## config.mk

```make
export PLATFORM = sky130hd
export DESIGN_NAME = serial_frame_tx
export DESIGN_NICKNAME = d
export VERILOG_FILES = /design/src/rtl/serial_frame_tx.sv
export SDC_FILE = /design/constraint.sdc
export NUM_CORES = 1
export LEC_CHECK = 0
export ABC_CLOCK_PERIOD_IN_PS = 3400
export CORE_MARGIN = 4
export CORE_UTILIZATION = 50
export DETAILED_ROUTE_END_ITERATION = 6
export PLACE_DENSITY_LB_ADDON = 0.25
export SYNTH_ARGS = -nofsm -noshare
export SYNTH_HDL_FRONTEND = slang
export SYNTH_SLANG_ARGS = --single-unit
```

## constraint.sdc

```tcl
create_clock -name clk -period 3.4 [get_ports clk]
set_input_delay 0.68 -clock clk [delete_from_list [all_inputs] [get_ports clk]]
set_output_delay 0.68 -clock clk [all_outputs]
set_load 0.03 [all_outputs]
```

## src/rtl/serial_frame_tx.sv

```systemverilog
`default_nettype none
// ============================================================================
// Module   : serial_frame_tx
// Function : Framed parallel-to-serial transmitter (start, WIDTH bits LSB-first, stop).
// Revision : 1.0
// ============================================================================
module serial_frame_tx #(
    parameter int WIDTH        = 8,
    parameter int CLKS_PER_BIT = 4
) (
    input  logic             clk,
    input  logic             rst,
    input  logic             load,
    input  logic [WIDTH-1:0] din,
    output logic             ready,
    output logic             tx,
    output logic             busy,
    output logic             done
);

    localparam int CNT_W = (CLKS_PER_BIT > 1) ? $clog2(CLKS_PER_BIT) : 1;
    localparam int IDX_W = (WIDTH > 1) ? $clog2(WIDTH) : 1;

    localparam logic [CNT_W-1:0] c_cnt_last = CNT_W'(CLKS_PER_BIT - 1);
    localparam logic [IDX_W-1:0] c_idx_last = IDX_W'(WIDTH - 1);

    localparam logic [1:0] c_idle  = 2'd0;
    localparam logic [1:0] c_start = 2'd1;
    localparam logic [1:0] c_data  = 2'd2;
    localparam logic [1:0] c_stop  = 2'd3;

    logic [1:0]       state_q, state_d;
    logic [CNT_W-1:0] cnt_q, cnt_d;
    logic [IDX_W-1:0] idx_q, idx_d;
    logic [WIDTH-1:0] shreg_q, shreg_d;
    logic             tx_q, tx_d;
    logic             busy_q, busy_d;
    logic             ready_q, ready_d;
    logic             done_q, done_d;
    logic             w_bit_end;

    assign w_bit_end = (cnt_q == c_cnt_last);

    always_ff @(posedge clk) begin
        if (rst) begin
            state_q <= c_idle;
            cnt_q   <= '0;
            idx_q   <= '0;
            shreg_q <= '0;
            tx_q    <= 1'b1;
            busy_q  <= 1'b0;
            ready_q <= 1'b1;
            done_q  <= 1'b0;
        end else begin
            state_q <= state_d;
            cnt_q   <= cnt_d;
            idx_q   <= idx_d;
            shreg_q <= shreg_d;
            tx_q    <= tx_d;
            busy_q  <= busy_d;
            ready_q <= ready_d;
            done_q  <= done_d;
        end
    end

    always_comb begin
        state_d = state_q;
        cnt_d   = w_bit_end ? '0 : cnt_q + 1'b1;
        idx_d   = idx_q;
        shreg_d = shreg_q;
        case (state_q)
            c_idle: begin
                cnt_d = '0;
                if (load) begin
                    shreg_d = din;
                    idx_d   = '0;
                    state_d = c_start;
                end
            end
            c_start: begin
                if (w_bit_end) begin
                    state_d = c_data;
                end
            end
            c_data: begin
                // The bit on the line is always shreg_q[0]; shift at each bit boundary.
                if (w_bit_end) begin
                    shreg_d = shreg_q >> 1;
                    idx_d   = idx_q + 1'b1;
                    if (idx_q == c_idx_last) begin
                        idx_d   = '0;
                        state_d = c_stop;
                    end
                end
            end
            c_stop: begin
                if (w_bit_end) begin
                    state_d = c_idle;
                end
            end
            default: begin
                state_d = c_idle;
            end
        endcase
    end

    always_comb begin
        tx_d    = 1'b1;
        busy_d  = (state_d != c_idle);
        ready_d = (state_d == c_idle);
        done_d  = (state_q == c_stop) && w_bit_end;
        case (state_d)
            c_start: tx_d = 1'b0;
            c_data:  tx_d = shreg_d[0];
            default: tx_d = 1'b1;
        endcase
    end

    assign tx    = tx_q;
    assign busy  = busy_q;
    assign ready = ready_q;
    assign done  = done_q;

endmodule
`default_nettype wire

```

==> impl_metrics.tcl, run 1 <==
set metrics [dict create \
    status "completed" \
    dp_slack_ns 0.965 \
    slew_headroom 0.600 \
    leakagePower_uw 0.000363 \
    die_width_um 47.3 \
    r2r-end "idx_q[0]" \
    grt_pass1_vias 573 \
    place_hpwl_um 1000 \
    fmax_mhz 469 \
    antenna_left 0 \
    dr.first_iter.drc_count 8 \
    synth_commonest_cells "19 x dfxtp_1, 10 x nand2_1, 8 x a21oi_1, 8 x a22oi_1, 7 x nor2_1" \
    drc 0 \
    rr_startpoint "cnt_q[0]" \
    ctsHoldBuffers 0 \
    required_ns 3.62 \
    post_dp_cell_area_um2 901 \
    row_count 13 \
    htree_levels 1 \
    hold-worst-slack_ns 0.433 \
    hold_violations 0 \
    fin_area_um2 928 \
    die_h_um 47.3 \
    criticalPathCategory "primary input to flip-flop" \
    fin_ws_ns 1.27 \
    netlist_instances 79 \
    vdd_ir_drop_max_mv 0.226 \
    routed_via_density 5.70 \
    r2r_setup_slack_ns 1.47 \
    routed_wirelength_um 1350 \
    antenna_found_initial 0 \
    synth-seq-area-share 0.494 \
    clk_pin_slew_worst_paths_ns 0.10 \
    drive_above_1_share 0.0761 \
    cts_buffer_depth 2 \
    cts_setup_buffers 0 \
    core-area_um2 1380 \
    clk_latency_ns 0.29 \
    finalPower_uw 395 \
    synthesis.nets 93 \
    end_kind "flip-flop" \
    synth_area_per_cell_um2 9.76 \
    grt_remaining_overflow 0 \
    synth_top_area_frac 0.494 \
    worstMarginPinSlew_ns 0.597 \
    fin_tns_setup_ns 0 \
    skew_ns 0.00625 \
    grt_start_max_net_pins 18 \
    cp.arrival_ns 2.36 \
    rsz0062_at_grt "no" \
    synth_top_flop_cell "dfxtp_1" \
    syn_to_final_growth_pct 20.5 \
    port_buffers 14 \
    synth_cell_types 24 \
    hp-class "flip-flop to flip-flop" \
    diodes 0 \
    worstSetupStartpointType "primary input" \
    min_from "cnt_q[0]" \
    fin_crit_ns 2.13 \
    die-area_um2 2230 \
    ioPinCount 15 \
    setup_violations 0 \
    ys_top_cells_by_area "dfxtp_1 49%, a22oi_1 7.8%, a21oi_1 5.2%" \
    avgRoutedWirePerCell_um 12.7 \
    place_congestion 0.796 \
    synth_top_area_cell "dfxtp_1" \
    syn_area_um2 771 \
    cts_root_buf "clkbuf_4" \
    cap_viol_max_count 0 \
    post-route-period-util 0.628 \
    cts_tree "built" \
    drt-pass1-iter-count 4 \
    nets 107 \
    cts_sinks 19 \
    synth_warnings 0 \
    num_vias 610 \
    slew_violations 0 \
    synthArstFlopShare 0 \
    crit_fanout 12 \
    hold_end "cnt_q[0]" \
    powerDensity_nw_per_um2 426 \
    cts_buffers 3 \
    yosysMostFrequentCell "dfxtp_1" \
    cts_resized 0 \
    ys_ff_latch 19 \
    grtUsageTotal 0.154 \
    hold_path_depth 1 \
    r2r_cells 5 \
    grt_pass1_wl_um 2440 \
    synth_edf_count 0 \
    start_util 0.557 \
]
registers in the layout (all words and copies together), names as in the netlist:
| signal | count |
|---|---|
| busy | 1 |
| ready | 1 |
| idx_q | 3 |
| shreg_q | 8 |
| tx | 1 |
| state_q | 2 |
| done | 1 |
| cnt_q | 2 |
worst max-delay path, stage by stage:
cell and delay [ns]:
clkdlybuf4s50_1 0.48, nor3b_4 0.38, nor2_2 0.18, or4b_1 0.49, a21oi_1 0.13
cell type report:
cell class | instances | area [µm²]
clock inverters | 1 | 5.00
multi-input cells | 55 | 362
repair buffers | 14 | 140
fillers | 124 | 454
clock buffers | 3 | 22.5
flip-flops and latches | 19 | 380
well taps | 15 | 18.8
layout by cell type (no fill, tap or decap), drive strengths merged:
master / instances
dfxtp: 19
or2: 1
ha: 3
mux2i: 1
a22oi: 8
clkinv: 1
nor4: 1
a32oi: 1
nand2: 10
nor4b: 1
clkbuf: 3
nor3b: 3
a21oi: 8
and3b: 2
clkdlybuf4s50: 14
nor2: 8
nand3: 1
xor2: 1
or4b: 1
nor2b: 2
a311oi: 1
a2bb2oi: 2
metrics by stage:
stage               utilization  cells
CTS                       0.671    107
global placement          0.652    103
global route              0.671    107
floorplan                     -     79
detailed placement        0.652    103
finish                    0.671    107
routing by layer:
layer,vias to the layer above,part of all wire,GRT usage
met5,-,0,0
met4,0,0,0.0608
met3,0,0.064,0.0728
met2,12,0.44,0.214
met1,287,0.50,0.204
li1,311,-,-
where the power goes:
group          total, µW  switching (µW)  internal [µW]
Clock                110            65.9           43.8
Sequential           238            5.75            233
Combinational       47.1            22.4           24.7
worst max-delay path by stage:
| stage | from | end | cells after the start |
|---|---|---|---|
| floorplan | load | idx_q[0] | 4 |
| global placement | load | idx_q[0] | 5 |
| detailed placement | load | idx_q[0] | 5 |
| CTS | load | idx_q[0] | 5 |
| global route | load | idx_q[0] | 5 |
| finish | load | idx_q[0] | 5 |
cells by family (layout without fill, tap and decap cells):
kind of cell,Yosys count,count (layout),share of synthesized area
AOI/OAI and AO/OA,20,20,0.175
xor gates and xnor gates,1,1,0.0114
adders and majority gates,3,3,0.0487
buffers and inverters,5,18,0.0373
DFF,19,19,0.494
muxes,1,1,0.0130
and+or+nand+nor,30,30,0.221
(Power assumes the default switching activity.)
==> inputs of run 2 (changes only) <==
--- a/config.mk
+++ b/config.mk
@@ -5,9 +5,9 @@
 export SDC_FILE = /design/constraint.sdc
 export NUM_CORES = 1
 export LEC_CHECK = 0
-export ABC_CLOCK_PERIOD_IN_PS = 3400
+export ABC_CLOCK_PERIOD_IN_PS = 2250
 export CORE_MARGIN = 4
-export CORE_UTILIZATION = 50
+export CORE_UTILIZATION = 48
 export DETAILED_ROUTE_END_ITERATION = 6
 export PLACE_DENSITY_LB_ADDON = 0.25
 export SYNTH_ARGS = -nofsm -noshare
==> constraint.sdc (replaced) <==
create_clock -name clk -period 2.25 [get_ports clk]
set_input_delay 0.45 -clock clk [delete_from_list [all_inputs] [get_ports clk]]
set_output_delay 0.45 -clock clk [all_outputs]
set_load 0.03 [all_outputs]
==> run 2 against run 1 <==
- critical path depth is 4 lower
- cell count increased by 3.7%
- non-clock buffer count up 3
- largest cell class unchanged
- die area grew 3.5%
- global-route usage decreased by 0.42 points
- worst hold slack gained 0.011 ns
- clock skew rose by 0.0013 ns
- count of clock-buffer cells in the layout unchanged
- first-iteration DRC count grew to 2.6 times the previous value
==> impl_metrics.tcl, run 2 (same netlist as run 1, synthesis figures left out) <==
set metrics [dict create \
    hp-class "flip-flop to flip-flop" \
    r2r_setup_slack_ns 0.57 \
    nets 110 \
    die_width_um 48.1 \
    hold_end "cnt_q[0]" \
    worst-path-buf-inv 1 \
    skew_ns 0.00758 \
    antenna_found_initial 0 \
    setup_violations 0 \
    final_cells 111 \
    min_from "cnt_q[0]" \
    cts_tree "built" \
    fin_crit_ns 1.74 \
    hold_path_depth 1 \
    worstSetupStartpointType "flip-flop" \
    grt_start_max_net_pins 13 \
    fill_cells 131 \
    avgRoutedWirePerCell_um 13.4 \
    cp.arrival_ns 1.29 \
    clk_pin_slew_worst_paths_ns 0.11 \
    reg_top3 "shreg_q: 8 flops, idx_q: 3 flops" \
    port_buffers 14 \
    placed_cells 107 \
    dr.first_iter.drc_count 21 \
    routed_via_density 5.65 \
    slowest_stage "clkdlybuf4s50_1" \
    syn_to_final_growth_pct 23.5 \
    start_util 0.512 \
    cp_cell_sequence "clkdlybuf4s50_1" \
    routed_wirelength_um 1490 \
    fin_tns_setup_ns 0 \
    r2r_cells 5 \
    cts_buffer_depth 2 \
    grt_pass1_wl_um 2420 \
    largest_register_ffs 8 \
    antenna_left 0 \
    powerDensity_nw_per_um2 636 \
    ioPinCount 15 \
    cts_resized 0 \
    leakagePower_uw 0.000378 \
    cts_root_buf "clkbuf_4" \
    place_congestion 0.711 \
    criticalPathCategory "flip-flop to output pin" \
    die-area_um2 2310 \
    hold_violations 0 \
    final_common_cell "dfxtp_1" \
    status "completed" \
    drt-pass1-iter-count 4 \
    critPathMaxStageDelay_ns 0.67 \
    cts_sinks 19 \
    num_vias 627 \
    grt_pass1_vias 589 \
    fmax_mhz 576 \
    r2r-end "idx_q[0]" \
    required_ns 1.80 \
    diodes 0 \
    die_h_um 48.1 \
    core-area_um2 1510 \
    ctsHoldBuffers 0 \
    grt_remaining_overflow 0 \
    final_cell_mix "19 x dfxtp_1, 14 x clkdlybuf4s50_1, 10 x nand2_1, 8 x a22oi_1, 8 x a21oi_1" \
    crit_family "buffers and inverters" \
    worstMarginPinSlew_ns 0.459 \
    drive_above_1_share 0.105 \
    place_hpwl_um 1030 \
    slew_headroom 0.693 \
    rr_startpoint "cnt_q[0]" \
    cap_viol_max_count 0 \
    end_kind "output pin" \
    hold-worst-slack_ns 0.445 \
    row_count 14 \
    post-route-period-util 0.772 \
    cts_setup_buffers 0 \
    crit_fanout 1 \
    rsz0062_at_grt "no" \
    largest-register "shreg_q" \
    cts_buffers 3 \
    fin_area_um2 952 \
    vdd_ir_drop_max_mv 0.438 \
    grtUsageTotal 0.150 \
    slew_violations 0 \
    drc 0 \
    post_dp_cell_area_um2 925 \
    clk_latency_ns 0.29 \
    utilization 0.632 \
    htree_levels 1 \
]
==> run 2: cell types whose count changed in the layout (fill, tap and decap cells not counted) <==
cell / previous run / this run
buf_4: 0 / 3
==> run 2: per-layer routing <==
metal / vias up / part of all wire / track usage
met1: 286 / 0.42 / 0.173
met3: 2 / 0.083 / 0.0451
met5: - / 0 / 0
met4: 0 / 0.0087 / 0.0484
li1: 315 / - / -
met2: 24 / 0.49 / 0.261
==> run 2: how the worst max path moves through the flow <==
stage	startpoint	end	slack (ns)	cells after the start
after floorplan	cnt_q[0]	idx_q[0]	0.69	6
after global placement	load	idx_q[0]	0.34	5
after detailed placement	load	idx_q[0]	0.30	5
after CTS	done	done	0.50	1
after global routing	cnt_q[0]	tx	0.44	5
final	busy	busy	0.51	1
==> run 2: cell type report <==
cell class                 instances  area [µm²]  share of cell area
timing repair buffer              17         163               0.171
multi-input combinational         55         362               0.380
tap                               16        20.0              0.0210
clock buffer                       3        22.5              0.0237
sequential                        19         380               0.399
clock inverter                     1        5.00             0.00526
==> run 2: metrics by stage <==
step	total power (µW)	setup WS [ns]
3_5_place_dp	443	0.303
3_3_place_gp	442	0.341
2_1_floorplan	408	0.690
4_1_cts	608	0.503
5_1_grt	625	0.437
6_report	606	0.514
==> run 2: report_power, final <==
group	internal (µW)	switching [µW]
Sequential	352	8.45
Combinational	40.1	35.1
Clock	66.1	104
==> inputs of run 3 (changes only) <==
--- a/config.mk
+++ b/config.mk
@@ -5,7 +5,7 @@
 export SDC_FILE = /design/constraint.sdc
 export NUM_CORES = 1
 export LEC_CHECK = 0
-export ABC_CLOCK_PERIOD_IN_PS = 2250
+export ABC_CLOCK_PERIOD_IN_PS = 1740
 export CORE_MARGIN = 4
 export CORE_UTILIZATION = 48
 export DETAILED_ROUTE_END_ITERATION = 6
==> constraint.sdc (replaced) <==
create_clock -name clk -period 1.74 [get_ports clk]
set_input_delay 0.348 -clock clk [delete_from_list [all_inputs] [get_ports clk]]
set_output_delay 0.348 -clock clk [all_outputs]
set_load 0.03 [all_outputs]
==> run 3 against run 2 <==
- sequential share of layout area decreased by 1.2 points
- utilization increased by 2.0 points
- critical path depth unchanged
- count of clock-buffer cells in the layout unchanged
- design area increased by 3.2%
==> impl_metrics.tcl, run 3 (same netlist as run 1, synthesis figures left out) <==
set metrics [dict create \
    p_switching_uw 196 \
    slew_headroom 0.739 \
    rsz0062_at_grt "no" \
    antenna_found_initial 0 \
    slew_violations 0 \
    drive_above_1_share 0.141 \
    criticalPathCategory "flip-flop to output pin" \
    largest-register "shreg_q" \
    largest_register_ffs 8 \
    fmax_mhz 609 \
    fin_crit_ns 1.64 \
    ioPinCount 15 \
    port_buffers 14 \
    cts_root_buf "clkbuf_4" \
    cts_buffers 3 \
    p_sw_frac 0.247 \
    vdd_ir_drop_max_mv 0.556 \
    clk_pin_slew_worst_paths_ns 0.11 \
    worstSetupStartpointType "flip-flop" \
    grt_pass1_wl_um 2590 \
    cap_viol_max_count 0 \
    dr.first_iter.drc_count 5 \
    worstMarginPinSlew_ns 0.391 \
    cts_resized 0 \
    status "completed" \
    post-route-period-util 0.943 \
    grt_pass1_vias 632 \
    internal_power_uw 598 \
    fin_area_um2 982 \
    grt_remaining_overflow 0 \
    die_width_um 48.1 \
    routed_via_density 5.42 \
    worst-path-buf-inv 1 \
    fill_cells 130 \
    start_util 0.512 \
    slowest_stage "clkdlybuf4s50_1" \
    place_congestion 0.719 \
    routed_wirelength_um 1510 \
    leakagePower_uw 0.000397 \
    skew_ns 0.00319 \
    diodes 0 \
    end_kind "output pin" \
    critPathMaxStageDelay_ns 0.67 \
    syn_to_final_growth_pct 27.4 \
    clk_latency_ns 0.30 \
    reg_top3 "shreg_q: 8 flops, idx_q: 3 flops" \
    cts_sinks 19 \
    nets 114 \
    ctsHoldBuffers 0 \
    p_clk_frac 0.282 \
    hp-class "flip-flop to flip-flop" \
    core-area_um2 1510 \
    grtUsageTotal 0.168 \
    die-area_um2 2310 \
    num_vias 623 \
    finalPower_uw 793 \
    pwr-share-seq 0.588 \
    combPwrFrac 0.130 \
    crit_fanout 1 \
    antenna_left 0 \
    cp_cell_sequence "clkdlybuf4s50_1" \
    hold-worst-slack_ns 0.435 \
    placed_cells 111 \
    powerDensity_nw_per_um2 808 \
    die_h_um 48.1 \
    htree_levels 1 \
    drc 0 \
    required_ns 1.39 \
    r2r_setup_slack_ns 0.16 \
    hold_violations 0 \
    cp.arrival_ns 1.29 \
    avgRoutedWirePerCell_um 13.1 \
    place_hpwl_um 1100 \
    crit_family "buffers and inverters" \
    post_dp_cell_area_um2 955 \
    grt_start_max_net_pins 12 \
    final_common_cell "dfxtp_1" \
    final_cells 115 \
    setup_violations 0 \
    drt-pass1-iter-count 3 \
    row_count 14 \
    final_cell_mix "19 x dfxtp_1, 14 x clkdlybuf4s50_1, 10 x nand2_1, 8 x a22oi_1, 8 x a21oi_1" \
    cts_tree "built" \
    cts_buffer_depth 2 \
    cts_setup_buffers 0 \
]
run 3: final timing paths:
kind | startpoint | to | depth (start not counted)
max | done | done | 1
max reg2reg | idx_q[0] | busy | 5
min | cnt_q[0] | cnt_q[0] | 1
min reg2reg | cnt_q[0] | cnt_q[0] | 1
run 3: layout make-up:
type / instances / area (µm²) / share of cell area
clock buffer: 3 / 22.5 / 0.0229
clock inverter: 1 / 5.00 / 0.00510
multi-input combinational: 55 / 362 / 0.368
sequential: 19 / 380 / 0.387
tap: 16 / 20.0 / 0.0204
timing repair buffer: 21 / 193 / 0.196
run 3: per-stage QoR:
stage	TNS (ns)	setup slack (ns)	utilization
after floorplan	0	0.180	-
after CTS	0	0.0856	0.652
after detailed placement	-0.0128	-0.0111	0.634
final	0	0.0984	0.652
after global placement	0	0.0210	0.634
after global routing	0	0.0174	0.652
run 3: power groups by stage:
stage          Clock (µW)  Combinational, µW  Sequential [µW]
6_report              224                103              466
3_5_place_dp            0                104              476
4_1_cts               233                104              466
5_1_grt               249                115              469
3_3_place_gp            0                103              476
2_1_floorplan           0               43.0              484
run 3: worst register-to-register path, cell delays in order (launching register included):
cell and delay, ns:
dfxtp_1 0.34, ha_1 0.20, ha_1 0.22, a311oi_1 0.29
nor3b_1 0.13, or2_2 0.30
run 3: layer usage:
layer | track usage | vias up | routed length, µm
met2 | 0.301 | 12 | 726
met1 | 0.185 | 284 | 711
met5 | 0 | - | 0
met3 | 0.0376 | 2 | 46
met4 | 0.0806 | 0 | 24
li1 | - | 325 | -
